==> src/rtl/mem_hier_pkg.sv <==
// mem_hier_pkg: widths, FSM states and write-buffer entry shared across the memory hierarchy
package mem_hier_pkg;
    localparam int ADDR_WIDTH = 6;
    localparam int DATA_WIDTH = 16;
    typedef enum logic [1:0] {IDLE, RD_WAIT, RD_RESP} mp_state_t;
    typedef struct packed {
        logic [ADDR_WIDTH-1:0] addr;
        logic [DATA_WIDTH-1:0] data;
    } wb_entry_t;
endpackage

==> src/rtl/buffer_escrita_mp.sv <==
// buffer_escrita_mp: posted-write FIFO with newest-match combinational lookup
module buffer_escrita_mp import mem_hier_pkg::*; #(
    parameter int DEPTH = 2,
    localparam int PW = DEPTH > 1 ? $clog2(DEPTH) : 1,
    localparam int CW = $clog2(DEPTH + 1)
) (
    input  logic                  clock,
    input  logic                  reset,
    input  logic                  push,
    input  wb_entry_t             push_entry,
    input  logic                  pop,
    output wb_entry_t             head_entry,
    output logic [CW-1:0]         count,
    input  logic [ADDR_WIDTH-1:0] lookup_addr,
    output logic                  hit,
    output logic [DATA_WIDTH-1:0] hit_data
);
    wb_entry_t q [DEPTH];
    logic [PW-1:0] head, tail;
    function automatic logic [PW-1:0] wrap_inc(input logic [PW-1:0] p);
        return (p == PW'(DEPTH - 1)) ? '0 : p + 1'b1;
    endfunction
    assign head_entry = q[head];
    // walk oldest to newest so the last match seen is the newest
    always_comb begin
        hit = 1'b0;
        hit_data = '0;
        for (int i = 0; i < DEPTH; i++) begin
            if (i < int'(count) && q[PW'((int'(head) + i) % DEPTH)].addr == lookup_addr) begin
                hit = 1'b1;
                hit_data = q[PW'((int'(head) + i) % DEPTH)].data;
            end
        end
    end
    always_ff @(posedge clock) begin
        if (!reset) begin
            head <= '0;
            tail <= '0;
            count <= '0;
        end else begin
            if (push) tail <= wrap_inc(tail);
            if (pop) head <= wrap_inc(head);
            count <= count + CW'(push) - CW'(pop);
        end
    end
    always_ff @(posedge clock) begin
        if (push) q[tail] <= push_entry;
    end
endmodule

==> src/rtl/memoria_principal_resp.sv <==
// memoria_principal_resp: fixed-latency main-memory responder with posted write buffer
module memoria_principal_resp import mem_hier_pkg::*; #(
    parameter int ADDR_WIDTH = mem_hier_pkg::ADDR_WIDTH,
    parameter int DATA_WIDTH = mem_hier_pkg::DATA_WIDTH,
    parameter int LATENCY = 3,
    parameter int WB_DEPTH = 2,
    localparam int CW = $clog2(WB_DEPTH + 1),
    localparam int LW = LATENCY > 1 ? $clog2(LATENCY) : 1
) (
    input  logic                  clock,
    input  logic                  reset,
    input  logic                  req_valid,
    input  logic                  req_write,
    input  logic [ADDR_WIDTH-1:0] req_addr,
    input  logic [DATA_WIDTH-1:0] req_wdata,
    output logic                  req_ready,
    output logic                  resp_valid,
    output logic [DATA_WIDTH-1:0] resp_rdata,
    input  logic                  resp_ready,
    output logic [CW-1:0]         wb_count,
    output logic                  busy
);
    mp_state_t state, state_n;
    logic [LW-1:0] cnt, cnt_n;
    logic [DATA_WIDTH-1:0] cap, rd_value, hit_data;
    logic [DATA_WIDTH-1:0] mem [2**ADDR_WIDTH];
    // unwritten words read back as their own address; 2-state so it starts all-zero
    bit [2**ADDR_WIDTH-1:0] written;
    wb_entry_t push_entry, head_entry;
    logic hit, accept, wr, rd, drain;
    assign req_ready = state == IDLE && wb_count < CW'(WB_DEPTH);
    assign accept = req_valid && req_ready;
    assign wr = accept && req_write;
    assign rd = accept && !req_write;
    assign drain = state == IDLE && !accept && wb_count != '0;
    assign busy = state != IDLE || wb_count != '0;
    assign push_entry = '{addr: req_addr, data: req_wdata};
    assign rd_value = hit ? hit_data : written[req_addr] ? mem[req_addr] : DATA_WIDTH'(req_addr);
    buffer_escrita_mp #(.DEPTH(WB_DEPTH)) u_wb (
        .clock(clock),
        .reset(reset),
        .push(wr),
        .push_entry(push_entry),
        .pop(drain),
        .head_entry(head_entry),
        .count(wb_count),
        .lookup_addr(req_addr),
        .hit(hit),
        .hit_data(hit_data)
    );
    always_comb begin
        state_n = state;
        cnt_n = cnt;
        case (state)
            IDLE: if (rd) begin
                state_n = LATENCY == 1 ? RD_RESP : RD_WAIT;
                cnt_n = LW'(LATENCY - 1);
            end
            RD_WAIT: begin
                state_n = cnt == '0 ? RD_RESP : RD_WAIT;
                cnt_n = cnt == '0 ? cnt : cnt - 1'b1;
            end
            RD_RESP: state_n = resp_ready ? IDLE : RD_RESP;
            default: state_n = IDLE;
        endcase
    end
    always_ff @(posedge clock) begin
        if (!reset) begin
            state <= IDLE;
            cnt <= '0;
            resp_valid <= 1'b0;
            resp_rdata <= '0;
        end else begin
            state <= state_n;
            cnt <= cnt_n;
            if (state_n == RD_RESP && state != RD_RESP) begin
                resp_valid <= 1'b1;
                resp_rdata <= state == IDLE ? rd_value : cap;
            end else if (state == RD_RESP && resp_ready) begin
                resp_valid <= 1'b0;
            end
        end
    end
    always_ff @(posedge clock) begin
        if (rd) cap <= rd_value;
        if (reset && drain) begin
            mem[head_entry.addr] <= head_entry.data;
            written[head_entry.addr] <= 1'b1;
        end
    end
endmodule
==> config.mk <==
export PLATFORM = sky130hd
export DESIGN_NAME = memoria_principal_resp
export DESIGN_NICKNAME = d
export VERILOG_FILES = /design/src/rtl/mem_hier_pkg.sv /design/src/rtl/buffer_escrita_mp.sv /design/src/rtl/memoria_principal_resp.sv
export SDC_FILE = /design/constraint.sdc
export NUM_CORES = 1
export LEC_CHECK = 0
export BUFFER_PORTS_ARGS = -buffer_cell sky130_fd_sc_hd__buf_2
export CAP_MARGIN = 0
export CORE_UTILIZATION = 60
export CTS_BUF_LIST = sky130_fd_sc_hd__clkbuf_2 sky130_fd_sc_hd__clkbuf_4 sky130_fd_sc_hd__clkbuf_8
export DETAILED_ROUTE_END_ITERATION = 16
export PLACE_DENSITY = 0.76
export SYNTH_ARGS = -nofsm -noshare
export SYNTH_HDL_FRONTEND = slang
export SYNTH_SLANG_ARGS = --single-unit
==> constraint.sdc <==
create_clock -name clock -period 15 [get_ports clock]
set_input_delay 1.5 -clock clock [delete_from_list [all_inputs] [get_ports clock]]
set_output_delay 1.5 -clock clock [all_outputs]
set_load 0.02 [all_outputs]
==> results of run 1 <==
## power by group through the flow
| stage | Clock, W | Combinational, W | Sequential, W |
|---|---|---|---|
| after floorplan | 0 | 0.000460 | 0.00398 |
| after global placement | 0 | 0.000737 | 0.00400 |
| after detailed placement | 0 | 0.000773 | 0.00400 |
| after CTS | 0.00244 | 0.000773 | 0.00393 |
| after global routing | 0.00257 | 0.000820 | 0.00394 |
| final | 0.00242 | 0.000782 | 0.00393 |
## sequential cells by signal, summed over array words and instances, names as in the netlist, named ones only
register    flops
resp_rdata     16
mem          1024
u_wb.q         44
cap            16
u_wb.head       1
cnt             2
state           2
resp_valid      1
written        64
u_wb.count      2
u_wb.tail       1
## cell type report
type | instances | share of cell area (%)
Multi-Input combinational cell | 921 | 20.3
Clock buffer | 223 | 5.47
Clock inverter | 79 | 0.858
Antenna cell | 4 | 0.0197
Sequential cell | 1174 | 68.9
Tap cell | 978 | 2.41
Timing Repair Buffer | 144 | 1.96
Inverter | 9 | 0.0666
## cells by family (layout without fill, tap and decap cells)
| family | count (synthesis) | count (layout) | share of synthesized area, % |
|---|---|---|---|
| other | 0 | 4 | 0 |
| adders and majority gates | 3 | 3 | 0.0818 |
| AOI/OAI and AO/OA | 301 | 301 | 4.67 |
| buffers and inverters | 139 | 455 | 1.39 |
| muxes | 337 | 337 | 14.6 |
| and+or+nand+nor | 264 | 264 | 2.65 |
| DFF | 1174 | 1174 | 76.3 |
| xor gates and xnor gates | 16 | 16 | 0.305 |
## stage by stage
step / hold WS, ns / std cells / cell area [µm²] / setup WS (ns) / total power (W)
after floorplan: 0.489 / 2234 / 45900 / 8.36 / 0.00444
after global placement: 0.450 / 3226 / 47500 / 9.05 / 0.00473
after detailed placement: 0.460 / 3226 / 47500 / 9.00 / 0.00477
after CTS: 0.471 / 3528 / 50700 / 9.87 / 0.00714
after global routing: 0.501 / 3529 / 50700 / 9.57 / 0.00733
final: 0.468 / 3532 / 50800 / 9.95 / 0.00713
## tightest hold or removal path, stage by stage (launching register included)
cell and delay (ns):
dfxtp_1 0.32, nand2_1 0.05, a21oi_1 0.05
## worst paths after layout
check,startpoint,end,slack [ns]
setup / recovery,req_addr[0],cap[14]$_DFFE_PP_,9.95
hold / removal,resp_valid$_SDFFE_PN0P_,resp_valid$_SDFFE_PN0P_,0.47
setup reg to reg,flop,mem[54][1]$_DFFE_PP_,10.58
hold reg to reg,resp_valid$_SDFFE_PN0P_,resp_valid$_SDFFE_PN0P_,0.47
## per-layer routing
layer | vias to the layer above | wire length (µm) | part of all wire, % | track usage [%]
li1 | 9716 | - | - | -
met3 | 187 | 14800 | 13 | 8.90
met1 | 12335 | 40400 | 37 | 40.4
met2 | 1723 | 51700 | 47 | 43.9
met4 | 4 | 3570 | 3.2 | 11.1
met5 | - | 34 | 0.031 | 0
## cell usage in the layout (no fill, tap or decap), types with 5 or more instances in the layout
cell type,synthesis,final
nor2_1,120,114
mux4_2,263,263
inv_1,8,8
nor2b_1,12,9
xnor2_1,11,11
xor2_1,5,5
nand4_1,10,10
a21boi_0,10,10
clkbuf_8,0,176
nand2_1,53,53
clkinv_1,1,47
o22ai_1,5,5
or3_1,6,6
o21ai_1,10,10
clkinvlp_4,0,7
a22o_1,12,12
a21o_1,32,32
dfxtp_1,26,26
nand3_1,18,18
a21oi_1,41,41
o31ai_1,11,11
edfxtp_1,1148,1148
and3_1,17,17
nor3_1,8,8
buf_2,47,45
clkinv_2,0,18
o21ai_0,5,5
a22oi_1,119,119
mux2_2,22,22
buf_4,15,96
clkbuf_4,0,47
o21bai_1,32,32
mux2i_1,48,48
==> run_results.csv, run 1 <==
group,metric,value,unit
global_route,overflow,0,
die,core,75800,µm²
global_route,antenna_found_initial,4,
synthesis,synth_top_area_share,75.1,%
synthesis,synth_ff_type,"edfxtp_1",
worst_setup_path,worstSetupEndpointType,"flop",
worst_setup_path,cp.arrival,5.56,ns
placed_design,place.gp.congestion,0.865,
flow_run,cap_violations,0,
global_route,grt_pass1_wl,160,mm
clock_tree,cts_made_buffers,172,
timing,period_share,33.7,%
final_layout,fillCellCount,4672,
worst_setup_path,required,15.51,ns
clock_tree,path_clk_slew,0.07,ns
worst_setup_path,crit_buf_inv,3,
drt,vias,23965,
synthesis,yosys-top-cells-count,"edfxtp_1 (1,148), mux4_2 (263), nor2_1 (120)",
final_layout,flow.area_growth_from_synthesis,10.6,%
synthesis,yosysSeqAreaShare,76.3,%
timing,rsz0062_at_grt,"false",
worst_setup_path,crit_slowest_cell,"buf_4",
final_layout,multiInputGateArea,10300,µm²
clock_tree,numClockSinks,1174,
synthesis,ys.warnings.count,0,
global_route,grt_pass1_vias,23749,
synthesis,yosysMostFrequentCell,"edfxtp_1",
die,row_count,101,
min_path,hold_path_depth,2,
worst_setup_path,reg2reg_depth,6,
min_path,hp-class,"reg2reg",
power_and_ir_drop,comb_power_share,11.0,%
placed_design,port_buffers,47,
global_route,grt_max_degree,151,
power_and_ir_drop,vdd_drop_max,0.0000916,V
power_and_ir_drop,powerDensity,141,nW/µm²
worst_setup_path,crit_cells,8,
synthesis,synth_largest_area_cell,"edfxtp_1",
drt,ant_nets,0,
synthesis,synthArstFlopShare,0,%
power_and_ir_drop,swShare,25.3,%
placed_design,hpwl,64.0,mm
die,dieWidth,279,µm
synthesis,syn-instance-count,2234,
synthesis,syn-num-nets,2264,
timing,finalMaxSlewViolations,0,
synthesis,ys_ff_latch,1174,
timing,max-slew-margin-rel,12.8,%
drt,via_per_inst,6.79,
global_route,grt_usage,29.1,%
worst_setup_path,crit_type,"in2reg",
clock_tree,cts_resized,0,
drt,drt_iter0_markers,3365,
final_layout,utilization,66.9,%
timing,fin_setup_tns,0,ns
drt,wirelength,111,mm
worst_setup_path,worst-path-max-fanout,76,
timing,clock_skew,0.0357,ns
clock_tree,cts.htree.levels,4,
drt,wire_per_inst,31.3,µm
power_and_ir_drop,pwr-share-seq,55.2,%
worst_setup_path,start_kind,"primary input",
timing,period_minus_slack,5.05,ns
synthesis,synth_edf_count,1148,
die,initial_core_util,60.5,%
synthesis,ys_top_cells_by_area,"edfxtp_1 (75%), mux4_2 (13%), a22oi_1 (1.9%)",
clock_tree,root_buffer,"clkbuf_8",
power_and_ir_drop,p_sw,0.00180,W
worst_setup_path,cp_cell_sequence,"buf_8 > buf_4 > buf_4 > mux4_2 > a22oi_1 > a21oi_1 > o31ai_1 > o21ai_1",
die,die-area,77600,µm²
die,ios,48,
synthesis,syn_area_per_cell,20.5,µm²
clock_tree,post_cts_buffers,0,
worst_setup_path,critPathTopFamily,"buffers and inverters",
synthesis,synth_cell_types,58,
timing,final_hold_viol_count,0,
power_and_ir_drop,pwr-share-clk,33.9,%
timing,setup_violations,0,
timing,worstMarginPinSlew,1.31,ns
power_and_ir_drop,intPower,0.00533,W
outcome,outcome,"finished clean",
drt,drtPass1Iterations,7,
power_and_ir_drop,p_leak,15.9,nW
timing,fmax,0.198,GHz
clock_tree,cts_tree,"done",
clock_tree,cts_hold_buffers,0,
final_layout,seq_area,35000,µm²
clock_tree,clock_latency,0.83,ns
die,die_h,279,µm
worst_setup_path,cp_slowest_stage_delay,0.92,ns
clock_tree,clockBufferDepth,3,
final_layout,layout-drive-gt1-share,27.6,%
final_layout,finalNetCount,2452,
drt,drcViolationCount,0,
synthesis,syn_area,45900,µm²
worst_setup_path,cp_common_cell,"buf_4",
(Power assumes the default switching activity.)
==> run 2, diff against run 1 <==
--- a/config.mk
+++ b/config.mk
@@ -7,10 +7,10 @@
 export LEC_CHECK = 0
 export BUFFER_PORTS_ARGS = -buffer_cell sky130_fd_sc_hd__buf_2
 export CAP_MARGIN = 0
-export CORE_UTILIZATION = 60
+export CORE_UTILIZATION = 59
 export CTS_BUF_LIST = sky130_fd_sc_hd__clkbuf_2 sky130_fd_sc_hd__clkbuf_4 sky130_fd_sc_hd__clkbuf_8
 export DETAILED_ROUTE_END_ITERATION = 16
-export PLACE_DENSITY = 0.76
+export PLACE_DENSITY = 0.78
 export SYNTH_ARGS = -nofsm -noshare
 export SYNTH_HDL_FRONTEND = slang
 export SYNTH_SLANG_ARGS = --single-unit
==> constraint.sdc (replaced) <==
create_clock -name clock -period 4.1 [get_ports clock]
set_input_delay 0.41 -clock clock [delete_from_list [all_inputs] [get_ports clock]]
set_output_delay 0.41 -clock clock [all_outputs]
set_load 0.02 [all_outputs]
==> run_results.csv, run 2 (same netlist as run 1, synthesis figures left out) <==
group,metric,value,unit
drt,wire_per_inst,29.2,µm
clock_tree,cts.htree.levels,4,
worst_setup_path,cp_slowest_stage_delay,0.72,ns
worst_setup_path,start_kind,"flop",
power_and_ir_drop,power,0.0263,W
min_path,hp-class,"in2reg",
clock_tree,root_buffer,"clkbuf_8",
final_layout,largest_reg_flops,1024,
timing,worstMarginPinSlew,1.37,ns
power_and_ir_drop,pwr-share-seq,54.6,%
drt,vias,24044,
worst_setup_path,cp_cell_sequence,"mux2i_1 > nand3b_1 > or3_1 > nor2_1 > buf_4",
final_layout,final_cell_mix,"edfxtp_1 (1,148), mux4_2 (263), clkbuf_8 (175)",
timing,hold-worst-slack,0.102,ns
final_layout,final_common_cell,"edfxtp_1",
timing,final_hold_viol_count,0,
power_and_ir_drop,powerDensity,511,nW/µm²
clock_tree,cts_resized,0,
worst_setup_path,worstSetupEndpointType,"flop",
placed_design,place.gp.congestion,0.878,
power_and_ir_drop,pwr-share-clk,33.9,%
drt,drt_iter0_markers,3193,
power_and_ir_drop,vdd_drop_max,0.000287,V
die,dieWidth,281,µm
final_layout,largest_register,"mem",
timing,max-slew-margin-rel,8.52,%
final_layout,finalNetCount,2507,
placed_design,hpwl,64.3,mm
timing,setup_violations,0,
drt,drtPass1Iterations,5,
global_route,grt_pass1_wl,156,mm
global_route,grt_max_degree,78,
clock_tree,cts_made_buffers,171,
timing,period_minus_slack,3.39,ns
die,die-area,78900,µm²
worst_setup_path,crit_slowest_cell,"or3_1",
global_route,grt_usage,27.7,%
global_route,antenna_found_initial,3,
final_layout,flow.area_growth_from_synthesis,12.1,%
worst_setup_path,required,4.59,ns
die,die_h,281,µm
clock_tree,cts_hold_buffers,18,
timing,period_share,82.6,%
timing,clock_skew,0.0560,ns
final_layout,layout-drive-gt1-share,28.8,%
timing,fmax,0.295,GHz
die,initial_core_util,60.0,%
clock_tree,cts_tree,"done",
flow_run,cap_violations,0,
worst_setup_path,worst-path-max-fanout,13,
power_and_ir_drop,intPower,0.0196,W
final_layout,top_regs,"mem x1024, written x64, u_wb.q x44",
final_layout,fillCellCount,4627,
worst_setup_path,crit_type,"reg2reg",
clock_tree,post_cts_buffers,0,
global_route,overflow,0,
die,core,76500,µm²
power_and_ir_drop,comb_power_share,11.5,%
power_and_ir_drop,p_leak,16.3,nW
clock_tree,numClockSinks,1174,
drt,via_per_inst,6.61,
placed_design,port_buffers,47,
clock_tree,clockBufferDepth,3,
power_and_ir_drop,p_sw,0.00664,W
die,ios,48,
outcome,outcome,"finished clean",
drt,wirelength,106,mm
die,row_count,101,
clock_tree,clock_latency,0.84,ns
timing,finalMaxSlewViolations,0,
power_and_ir_drop,swShare,25.3,%
drt,ant_nets,0,
drt,drcViolationCount,0,
timing,fin_setup_tns,0,ns
clock_tree,path_clk_slew,0.06,ns
timing,rsz0062_at_grt,"false",
worst_setup_path,cp.arrival,3.88,ns
global_route,grt_pass1_vias,24022,
run 2: cell type report:
type	instances	area [µm²]	area share [%]
Clock buffer	231	2830	5.50
Antenna cell	1	2.50	0.00487
Multi-Input combinational cell	921	10300	20.0
Tap cell	1030	1290	2.51
Inverter	9	33.8	0.0657
Timing Repair Buffer	200	1570	3.06
Sequential cell	1174	35000	68.0
Clock inverter	74	429	0.834
run 2: power by group through the flow:
stage	Sequential (W)	Clock [W]	Combinational (W)
detailed placement	0.0146	0	0.00296
finish	0.0144	0.00892	0.00302
global route	0.0144	0.00950	0.00317
CTS	0.0143	0.00902	0.00298
global placement	0.0146	0	0.00281
floorplan	0.0146	0	0.00169
run 2: final timing paths:
kind | from | to | slack [ns] | depth (start not counted)
max | flop | mem[41][13]$_DFFE_PP_ | 0.71 | 5
max reg2reg | flop | mem[41][13]$_DFFE_PP_ | 0.71 | 5
min reg2reg | resp_valid$_SDFFE_PN0P_ | resp_valid$_SDFFE_PN0P_ | 0.48 | 2
min | req_write | u_wb.tail$_SDFFE_PN0N_ | 0.10 | 4
run 2: layer usage:
layer	part of all wire, %	track usage, %
met1	38	38.6
met2	48	43.3
met3	11	6.08
met4	3.5	10.9
met5	0.016	0
run 2: per-stage QoR:
stage	util, %	std cells	instance area (µm²)	worst slack, ns
2_1_floorplan	-	2234	45900	0.578
3_3_place_gp	62.8	3316	48000	0.571
3_5_place_dp	62.8	3316	48000	0.548
4_1_cts	67.3	3639	51400	0.779
5_1_grt	67.3	3640	51400	0.561
6_report	67.3	3640	51400	0.713
run 2: worst max-delay path: cells and delay by family, from the launching register on:
kind          cells  cell delay (ns)
buf+inv           1             0.32
flops             1             0.52
mux               1             0.64
simple gates      3             1.57
